### src/rtl/seg7_scan_hex.sv
// Time-multiplexed hex display driver: scans NDIG digits, DIV clocks per digit,
// with double-buffered data that only switches at frame boundaries.
module seg7_scan_hex #(
    parameter int NDIG       = 4,
    parameter int DIV        = 16,
    parameter bit ACTIVE_LOW = 1'b0,
    parameter bit LZS        = 1'b0
) (
    input  logic              clk,
    input  logic              rst,
    input  logic              load,
    input  logic [4*NDIG-1:0] data,
    input  logic [NDIG-1:0]   blank,
    output logic [6:0]        seg,
    output logic [NDIG-1:0]   dig,
    output logic              frame_done
);

    localparam int CNT_W = $clog2(DIV);
    localparam int IDX_W = (NDIG > 1) ? $clog2(NDIG) : 1;
    localparam logic [CNT_W-1:0] CNT_LAST = CNT_W'(DIV - 1);
    localparam logic [IDX_W-1:0] IDX_LAST = IDX_W'(NDIG - 1);
    localparam logic [6:0]       SEG_OFF  = ACTIVE_LOW ? 7'h7F : 7'h00;
    localparam logic [NDIG-1:0]  DIG_OFF  = ACTIVE_LOW ? {NDIG{1'b1}} : {NDIG{1'b0}};

    function automatic logic [6:0] hex_to_seg(input logic [3:0] nib);
        case (nib)
            4'h0: hex_to_seg = 7'h3F;
            4'h1: hex_to_seg = 7'h06;
            4'h2: hex_to_seg = 7'h5B;
            4'h3: hex_to_seg = 7'h4F;
            4'h4: hex_to_seg = 7'h66;
            4'h5: hex_to_seg = 7'h6D;
            4'h6: hex_to_seg = 7'h7D;
            4'h7: hex_to_seg = 7'h07;
            4'h8: hex_to_seg = 7'h7F;
            4'h9: hex_to_seg = 7'h6F;
            4'hA: hex_to_seg = 7'h77;
            4'hB: hex_to_seg = 7'h7C;
            4'hC: hex_to_seg = 7'h39;
            4'hD: hex_to_seg = 7'h5E;
            4'hE: hex_to_seg = 7'h79;
            default: hex_to_seg = 7'h71;
        endcase
    endfunction

    logic [CNT_W-1:0]  cnt_q, cnt_d;
    logic [IDX_W-1:0]  idx_q, idx_d;
    logic [4*NDIG-1:0] act_data_q, act_data_d;
    logic [NDIG-1:0]   act_blank_q, act_blank_d;
    logic [4*NDIG-1:0] pend_data_q, pend_data_d;
    logic [NDIG-1:0]   pend_blank_q, pend_blank_d;
    logic              pend_vld_q, pend_vld_d;
    logic [6:0]        seg_q, seg_d;
    logic [NDIG-1:0]   dig_q, dig_d;
    logic              frame_done_q;

    logic              cnt_wrap, idx_wrap, boundary;
    logic [NDIG-1:0]   lz_sup;
    logic              all_zero;
    logic [3:0]        cur_nib;
    logic              cur_blk;
    logic [6:0]        seg_log;
    logic [NDIG-1:0]   dig_log;

    always_comb begin
        cnt_wrap = (cnt_q == CNT_LAST);
        idx_wrap = (idx_q == IDX_LAST);
        boundary = cnt_wrap && idx_wrap;
        cnt_d    = cnt_wrap ? '0 : cnt_q + 1'b1;
        idx_d    = idx_q;
        if (cnt_wrap) begin
            idx_d = idx_wrap ? '0 : idx_q + 1'b1;
        end
    end

    // Transfer consumes the pending contents held before this edge; a
    // coincident load refills pending and keeps the flag set.
    always_comb begin
        pend_data_d  = pend_data_q;
        pend_blank_d = pend_blank_q;
        pend_vld_d   = pend_vld_q;
        act_data_d   = act_data_q;
        act_blank_d  = act_blank_q;
        if (boundary && pend_vld_q) begin
            act_data_d  = pend_data_q;
            act_blank_d = pend_blank_q;
            pend_vld_d  = 1'b0;
        end
        if (load) begin
            pend_data_d  = data;
            pend_blank_d = blank;
            pend_vld_d   = 1'b1;
        end
    end

    // Leading-zero mask: digit k is suppressed when nibbles k..NDIG-1 are all zero.
    always_comb begin
        all_zero = 1'b1;
        lz_sup   = '0;
        for (int k = NDIG - 1; k >= 0; k--) begin
            all_zero  = all_zero & (act_data_q[4*k +: 4] == 4'h0);
            lz_sup[k] = LZS && (k > 0) && all_zero;
        end
    end

    always_comb begin
        cur_nib = 4'h0;
        cur_blk = 1'b0;
        dig_log = '0;
        for (int k = 0; k < NDIG; k++) begin
            if (idx_q == IDX_W'(k)) begin
                cur_nib    = act_data_q[4*k +: 4];
                cur_blk    = act_blank_q[k] | lz_sup[k];
                dig_log[k] = 1'b1;
            end
        end
        seg_log = cur_blk ? 7'h00 : hex_to_seg(cur_nib);
        seg_d   = ACTIVE_LOW ? ~seg_log : seg_log;
        dig_d   = ACTIVE_LOW ? ~dig_log : dig_log;
    end

    always_ff @(posedge clk) begin
        if (rst) begin
            cnt_q        <= '0;
            idx_q        <= '0;
            act_data_q   <= '0;
            act_blank_q  <= '0;
            pend_data_q  <= '0;
            pend_blank_q <= '0;
            pend_vld_q   <= 1'b0;
            seg_q        <= SEG_OFF;
            dig_q        <= DIG_OFF;
            frame_done_q <= 1'b0;
        end else begin
            cnt_q        <= cnt_d;
            idx_q        <= idx_d;
            act_data_q   <= act_data_d;
            act_blank_q  <= act_blank_d;
            pend_data_q  <= pend_data_d;
            pend_blank_q <= pend_blank_d;
            pend_vld_q   <= pend_vld_d;
            seg_q        <= seg_d;
            dig_q        <= dig_d;
            frame_done_q <= boundary;
        end
    end

    assign seg        = seg_q;
    assign dig        = dig_q;
    assign frame_done = frame_done_q;

endmodule

### config.mk
export PLATFORM = sky130hd
export DESIGN_NAME = seg7_scan_hex
export DESIGN_NICKNAME = d
export VERILOG_FILES = /design/src/rtl/seg7_scan_hex.sv
export SDC_FILE = /design/constraint.sdc
export NUM_CORES = 1
export LEC_CHECK = 0
export CORE_AREA = 2 2 84 66
export DETAILED_ROUTE_END_ITERATION = 8
export DIE_AREA = 0 0 86 68
export HOLD_SLACK_MARGIN = 0.05
export PLACE_DENSITY = 0.73
export SETUP_SLACK_MARGIN = 0.3
export SLEW_MARGIN = 40
export SYNTH_ARGS = -nofsm -noshare
export SYNTH_HDL_FRONTEND = slang
export SYNTH_SLANG_ARGS = --single-unit
### constraint.sdc
create_clock -name clk -period 3.4 [get_ports clk]
set_input_delay 0.68 -clock clk [delete_from_list [all_inputs] [get_ports clk]]
set_output_delay 0.68 -clock clk [all_outputs]
set_load 0.005 [all_outputs]
==> flow_metrics.env, run 1 <==
export IMPL_outcome="completed"
export IMPL_critical_path_class="flop to flop"
export IMPL_layout_drive_gt1_share_pct=7.097
export IMPL_antennaDiodeCount=0
export IMPL_internal_power_uw=1172
export IMPL_design_area_sq_um=3010
export IMPL_synth_seq_area_share_pct=48.16
export IMPL_synthXorXnorAreaFrac_pct=0.3571
export IMPL_final_fill_count=461
export IMPL_final_hold_violation_count=0
export IMPL_utilization_pct=59.10
export IMPL_synth_edf_count=0
export IMPL_synthSimpleGateAreaFrac_pct=19.80
export IMPL_endpoint_kind="flop"
export IMPL_multi_input_comb_area_sq_um=1159
export IMPL_synthTopCellsByArea="dfxtp_1 48%, mux2i_1 9.4%, nand2_1 7.3%, a21oi_1 6.3%, ha_1 6.1%"
export IMPL_syn_inst=276
export IMPL_pwr_share_clk_pct=45.6
export IMPL_async_flop_share_pct=0
export IMPL_fp_dieArea_sq_um=5848
export IMPL_h_tree_depth=3
export IMPL_setup_viol=0
export IMPL_place_hpwl_um=3182
export IMPL_worst_slew_pin_slew_ns=0.7898
export IMPL_synthAdderAreaFrac_pct=6.122
export IMPL_power_share_combinational_pct=5.6
export IMPL_powerDensity_nw_per_um2=494.1
export IMPL_relSlewSlack_pct=47.34
export IMPL_path_cells="inv_1, ha_1, a21oi_1, o21ai_0, a22oi_1, inv_1, ha_1, mux2_2, a221oi_1"
export IMPL_path_depth=9
export IMPL_drt_wl_total_um=4663
export IMPL_synthMuxAreaShare_pct=9.847
export IMPL_grt_max_degree=35
export IMPL_grt_overflow=0
export IMPL_reg2reg_depth=9
export IMPL_slowest_stage="a22oi_1"
export IMPL_drtIter0Drc=88
export IMPL_min_period_ns=2.593
export IMPL_final_seq_area_sq_um=1181
export IMPL_required_ns=3.65
export IMPL_clock_root_buffer="clkbuf_8"
export IMPL_cts_tree="built"
export IMPL_area_growth_pct=22.76
export IMPL_synth_top_family_by_area="simple AND/OR/NAND/NOR gates"
export IMPL_synth_area_leader_cell="dfxtp_1"
export IMPL_setup_tns_ns=0
export IMPL_fin_skew_ns=0.006643
export IMPL_synth_cell_type_count=35
export IMPL_synth_compound_area_share_pct=11.12
export IMPL_path_buf_inv=2
export IMPL_grt_pass1_vias=1736
export IMPL_avgSynthCellArea_sq_um=8.885
export IMPL_holdBufCountCts=0
export IMPL_start_util_pct=48.15
export IMPL_slowest_delay_ns=0.49
export IMPL_grt_use_total_pct=17.91
export IMPL_gp_congestion=0.8948
export IMPL_ir_drop_mv=0.2613
export IMPL_cts_resized=0
export IMPL_cap_violations=0
export IMPL_synth_most_common_cell="dfxtp_1"
export IMPL_cts_buffer_depth=2
export IMPL_pwr_share_seq_pct=48.8
export IMPL_synth_commonest_cells="59 x dfxtp_1, 48 x nand2_1, 34 x nor2_1, 31 x a21oi_1, 23 x mux2i_1"
export IMPL_hold_path_class="flop to flop"
export IMPL_netlist_area_sq_um=2452
export IMPL_ant_nets=0
export IMPL_row_count=23
export IMPL_swShare_pct=21.23
export IMPL_core_region_area_sq_um=5094
export IMPL_synth_flop_cell="dfxtp_1"
export IMPL_cts_setup_buffers=0
export IMPL_yosys_register_bits=59
export IMPL_vias_per_cell=5.097
export IMPL_firstDrtPassIters=4
export IMPL_die_w_um=86
export IMPL_clock_latency_ns=0.35
export IMPL_startpoint_type="flop"
export IMPL_yosysWarnings=0
export IMPL_total_leakage_power_uw=0.001184
export IMPL_synth_top_area_share_pct=48.16
export IMPL_worstPathMaxFanout=9
export IMPL_path_clk_slew_ns=0.07
export IMPL_post_dp_cell_area_sq_um=2803
export IMPL_cts_sinks=59
export IMPL_final_nets=340
export IMPL_synth_fp_nets=311
export IMPL_num_vias=1896
export IMPL_antenna_found_initial=0
export IMPL_fmax_mhz=385.7
export IMPL_die_y_um=68
export IMPL_cp_arrival_ns=2.84
export IMPL_grt_pass1_wl_um=7824
export IMPL_cts_buffers=9
export IMPL_wl_per_cell_um=12.53
export IMPL_hold_path_depth=2
export IMPL_rsz0062_at_grt="no"
export IMPL_drc_errors=0
export IMPL_numPortBuffers=34
export IMPL_cp_top_family="compound AO/OA/AOI/OAI gates"
export IMPL_drv_slew=0
export IMPL_io_pins=35
export IMPL_p_switching_uw=315.8
export IMPL_period_share_pct=76.26
registers in the layout, summed over array words and instances (netlist names):
name and cells:
act_data_q 16, pend_data_q 16, seg 7, act_blank_q 4, cnt_q 4, dig 4
pend_blank_q 4, idx_q 2, frame_done 1, pend_vld_q 1
cells in the final DEF, fill, tap and decap left out:
cell / netlist / layout
a311o_1: 1 / 1
bufinv_16: 0 / 2
or2b_1: 1 / 1
a221oi_1: 2 / 2
nand2b_1: 1 / 1
a211o_1: 1 / 1
nor2_1: 34 / 34
a211oi_1: 3 / 3
nand2_2: 1 / 1
xnor2_1: 1 / 1
nor3b_1: 3 / 3
clkbuf_8: 0 / 9
and2_4: 1 / 1
nand3_1: 2 / 2
nand3b_1: 4 / 4
o21ai_1: 1 / 1
a21oi_1: 31 / 31
mux2i_1: 23 / 23
dfxtp_1: 59 / 59
a31oi_1: 2 / 2
or3_1: 2 / 2
o21ai_0: 2 / 2
clkinv_2: 0 / 4
clkdlybuf4s50_1: 0 / 34
a311oi_1: 1 / 1
buf_4: 0 / 3
inv_1: 6 / 6
and3_1: 2 / 2
ha_1: 12 / 12
a22oi_1: 1 / 1
clkbuf_1: 12 / 1
nor3_1: 3 / 3
nand4b_1: 1 / 1
mux2_2: 1 / 1
a311oi_2: 1 / 1
nor2b_1: 6 / 6
nand2_1: 48 / 48
routing by layer:
metal  vias up  GRT usage [%]  wire length, um
met3         8          9.650              276
li1        977              -                -
met4         0          7.143               71
met2        42          26.94             1978
met5         -              0                0
met1       869          21.58             2337
final timing paths:
check / startpoint / endpoint / slack [ns]
hold / removal: pend_data_q[5]$_SDFFE_PP0P_ / act_data_q[5]$_SDFFE_PP0P_ / 0.45
setup / recovery: idx_q[0]$_SDFFE_PP0N_ / seg[6]$_SDFF_PP0_ / 0.81
hold reg to reg: pend_data_q[5]$_SDFFE_PP0P_ / act_data_q[5]$_SDFFE_PP0P_ / 0.45
setup reg to reg: idx_q[0]$_SDFFE_PP0N_ / seg[6]$_SDFF_PP0_ / 0.81
metrics by stage:
step / hold slack [ns] / worst slack [ns] / instances / power (uW)
after floorplan: 0.4312 / 1.146 / 276 / 780.7
after global placement: 0.4420 / 0.9988 / 356 / 822.9
after detailed placement: 0.4456 / 0.8163 / 356 / 824.8
after CTS: 0.4519 / 0.8080 / 372 / 1501
after global routing: 0.4690 / 0.5541 / 372 / 1539
final: 0.4465 / 0.8072 / 372 / 1487
layout make-up:
| cell class | instances | share of cell area [%] |
|---|---|---|
| repair buffers | 37 | 12.05 |
| multi-input cells | 192 | 38.49 |
| flip-flops and latches | 59 | 39.24 |
| clock inverters | 6 | 2.660 |
| clock buffers | 10 | 4.239 |
| inverters | 6 | 0.7481 |
| well taps | 62 | 2.577 |
logic make-up after synthesis:
family	after synthesis
AND/OR/NAND/NOR	109
flip-flops	59
AO/OA/AOI/OAI	46
buffers and inverters	25
multiplexers	24
adder cells (fa/ha/maj)	12
XOR/XNOR	1
power groups by stage:
stage	Clock [uW]	Sequential (uW)	Combinational, uW
global placement	0	740	82.8
detailed placement	0	741	84.0
finish	678	726	83.5
floorplan	0	738	42.3
CTS	691	726	84.3
global route	719	728	92.0
tightest hold or removal path, stage by stage (launching register included):
cell	delay, ns
dfxtp_1	0.31
nand2_1	0.05
a21oi_1	0.05
Note: power is estimated with default switching activity, not from simulation.
==> run 2: changes to the inputs <==
- clock period: 3.4 -> 2.5 ns (I/O delays scaled with it)
==> run 2 against run 1 <==
  * Combinational power increased by 34%
  * Routed wire length grew 3.4%
  * Power grew 30%
  * Critical path depth fell by 2
  * Non-clock buffer count increased by 4
  * Clock skew decreased by 0.00092 ns
  * Highest routed layer unchanged
==> flow_metrics.env, run 2 (same netlist as run 1, synthesis figures left out) <==
export IMPL_reg2reg_slack_ns=0.41
export IMPL_dr_wl_met2_um=2196
export IMPL_final_seq_area_sq_um=1186
export IMPL_required_ns=2.76
export IMPL_area_growth_pct=26.28
export IMPL_worst_slew_pin_slew_ns=0.5381
export IMPL_grt_pass1_wl_um=8086
export IMPL_setup_tns_ns=0
export IMPL_num_vias=1938
export IMPL_setup_viol=0
export IMPL_fin_skew_ns=0.005720
export IMPL_critical_path_class="flop to flop"
export IMPL_internal_power_uw=1526
export IMPL_final_nets=344
export IMPL_min_period_ns=2.091
export IMPL_vias_per_cell=5.154
export IMPL_cts_tree="built"
export IMPL_die_y_um=68
export IMPL_numPortBuffers=34
export IMPL_wl_per_cell_um=12.83
export IMPL_power_share_combinational_pct=5.8
export IMPL_drc_errors=0
export IMPL_multi_input_comb_area_sq_um=1230
export IMPL_ir_drop_mv=0.3238
export IMPL_drtIter0Drc=73
export IMPL_preCtsSetupSlack_ns=0.1849
export IMPL_gp_congestion=0.9253
export IMPL_outcome="completed"
export IMPL_pwr_share_clk_pct=43.1
export IMPL_cts_buffer_depth=2
export IMPL_antenna_found_initial=0
export IMPL_relSlewSlack_pct=63.88
export IMPL_final_fill_count=443
export IMPL_layout_drive_gt1_share_pct=10.51
export IMPL_wl_met1_um=2319
export IMPL_cp_arrival_ns=2.35
export IMPL_p_switching_uw=405.4
export IMPL_ant_nets=0
export IMPL_fmax_mhz=478.3
export IMPL_worstPathMaxFanout=9
export IMPL_holdWs_ns=0.4518
export IMPL_powerDensity_nw_per_um2=623.5
export IMPL_stdcell_count=376
export IMPL_fp_dieArea_sq_um=5848
export IMPL_period_share_pct=83.64
export IMPL_cap_violations=0
export IMPL_h_tree_depth=3
export IMPL_grt_max_degree=53
export IMPL_start_util_pct=48.15
export IMPL_io_pins=35
export IMPL_mostFrequentLayoutCells="57 x dfxtp_1, 48 x nand2_1, 34 x clkdlybuf4s50_1"
export IMPL_fin_ws_ns=0.4091
export IMPL_endpoint_kind="flop"
export IMPL_antennaDiodeCount=0
export IMPL_drt_wl_total_um=4823
export IMPL_firstDrtPassIters=4
export IMPL_cts_sinks=59
export IMPL_total_leakage_power_uw=0.001195
export IMPL_drv_slew=0
export IMPL_dp_cells=359
export IMPL_startpoint_type="flop"
export IMPL_rsz0062_at_grt="no"
export IMPL_swShare_pct=20.99
export IMPL_topRoutingLayerUsed="met4"
export IMPL_pwr_share_seq_pct=51.0
export IMPL_hold_path_class="flop to flop"
export IMPL_path_clk_slew_ns=0.06
export IMPL_place_hpwl_um=3110
export IMPL_cts_buffers=9
export IMPL_design_area_sq_um=3097
export IMPL_final_hold_violation_count=0
export IMPL_post_dp_cell_area_sq_um=2830
export IMPL_row_count=23
export IMPL_clock_latency_ns=0.33
export IMPL_die_w_um=86
export IMPL_grt_overflow=0
export IMPL_clock_root_buffer="clkbuf_8"
export IMPL_grt_pass1_vias=1843
export IMPL_grt_use_total_pct=18.12
export IMPL_layout_commonest_cell="dfxtp_1"
export IMPL_core_region_area_sq_um=5094
export IMPL_dr_wl_met3_um=234
## run 2: timing repair
action	CTS	global route
buffers inserted	1	0
gates resized for setup	2	14
pin swaps	1	0
endpoints found under the setup margin	5	7
gates cloned	0	0
hold buffers	0	0
## run 2: through the flow
step | utilization, % | power, uW
2_1_floorplan | - | 1062
3_3_place_gp | 55.56 | 1118
3_5_place_dp | 55.56 | 1120
4_1_cts | 59.49 | 1950
5_1_grt | 60.80 | 2012
6_report | 60.80 | 1931
## run 2: power by group through the flow
| stage | clock [uW] | combinational, uW | sequential, uW |
|---|---|---|---|
| final | 833 | 112 | 986 |
| after global routing | 900 | 125 | 988 |
| after CTS | 850 | 114 | 987 |
| after detailed placement | 0 | 113 | 1010 |
| after global placement | 0 | 111 | 1010 |
| after floorplan | 0 | 57.5 | 1000 |
## run 2: routing by layer
| metal | track usage, % | vias up |
|---|---|---|
| met4 | 7.143 | 0 |
| li1 | - | 994 |
| met2 | 30.43 | 38 |
| met1 | 21.12 | 898 |
| met5 | 0 | - |
| met3 | 6.996 | 8 |
## run 2: layout make-up
type	instances	share of cell area (%)
multi-input cells	192	39.72
flip-flops and latches	59	38.30
repair buffers	41	12.69
clock buffers	14	4.929
well taps	62	2.505
clock inverters	2	1.131
inverters	6	0.7273
## run 2: path summary, 6_finish.rpt
check,from,end,cells after the start
min,pend_data_q[9]$_SDFFE_PP0P_,act_data_q[9]$_SDFFE_PP0P_,2
min reg2reg,pend_data_q[9]$_SDFFE_PP0P_,act_data_q[9]$_SDFFE_PP0P_,2
max reg2reg,idx_q[0]$_SDFFE_PP0N_,seg[0]$_SDFF_PP0_,7
max,idx_q[0]$_SDFFE_PP0N_,seg[0]$_SDFF_PP0_,7
## run 2: critical path, stage by stage, from the launching register on
cell	delay, ns
dfxtp_4	0.37
inv_1	0.15
ha_2	0.26
nand3b_1	0.12
a311o_2	0.47
and2_4	0.17
or3_1	0.33
a31oi_1	0.15
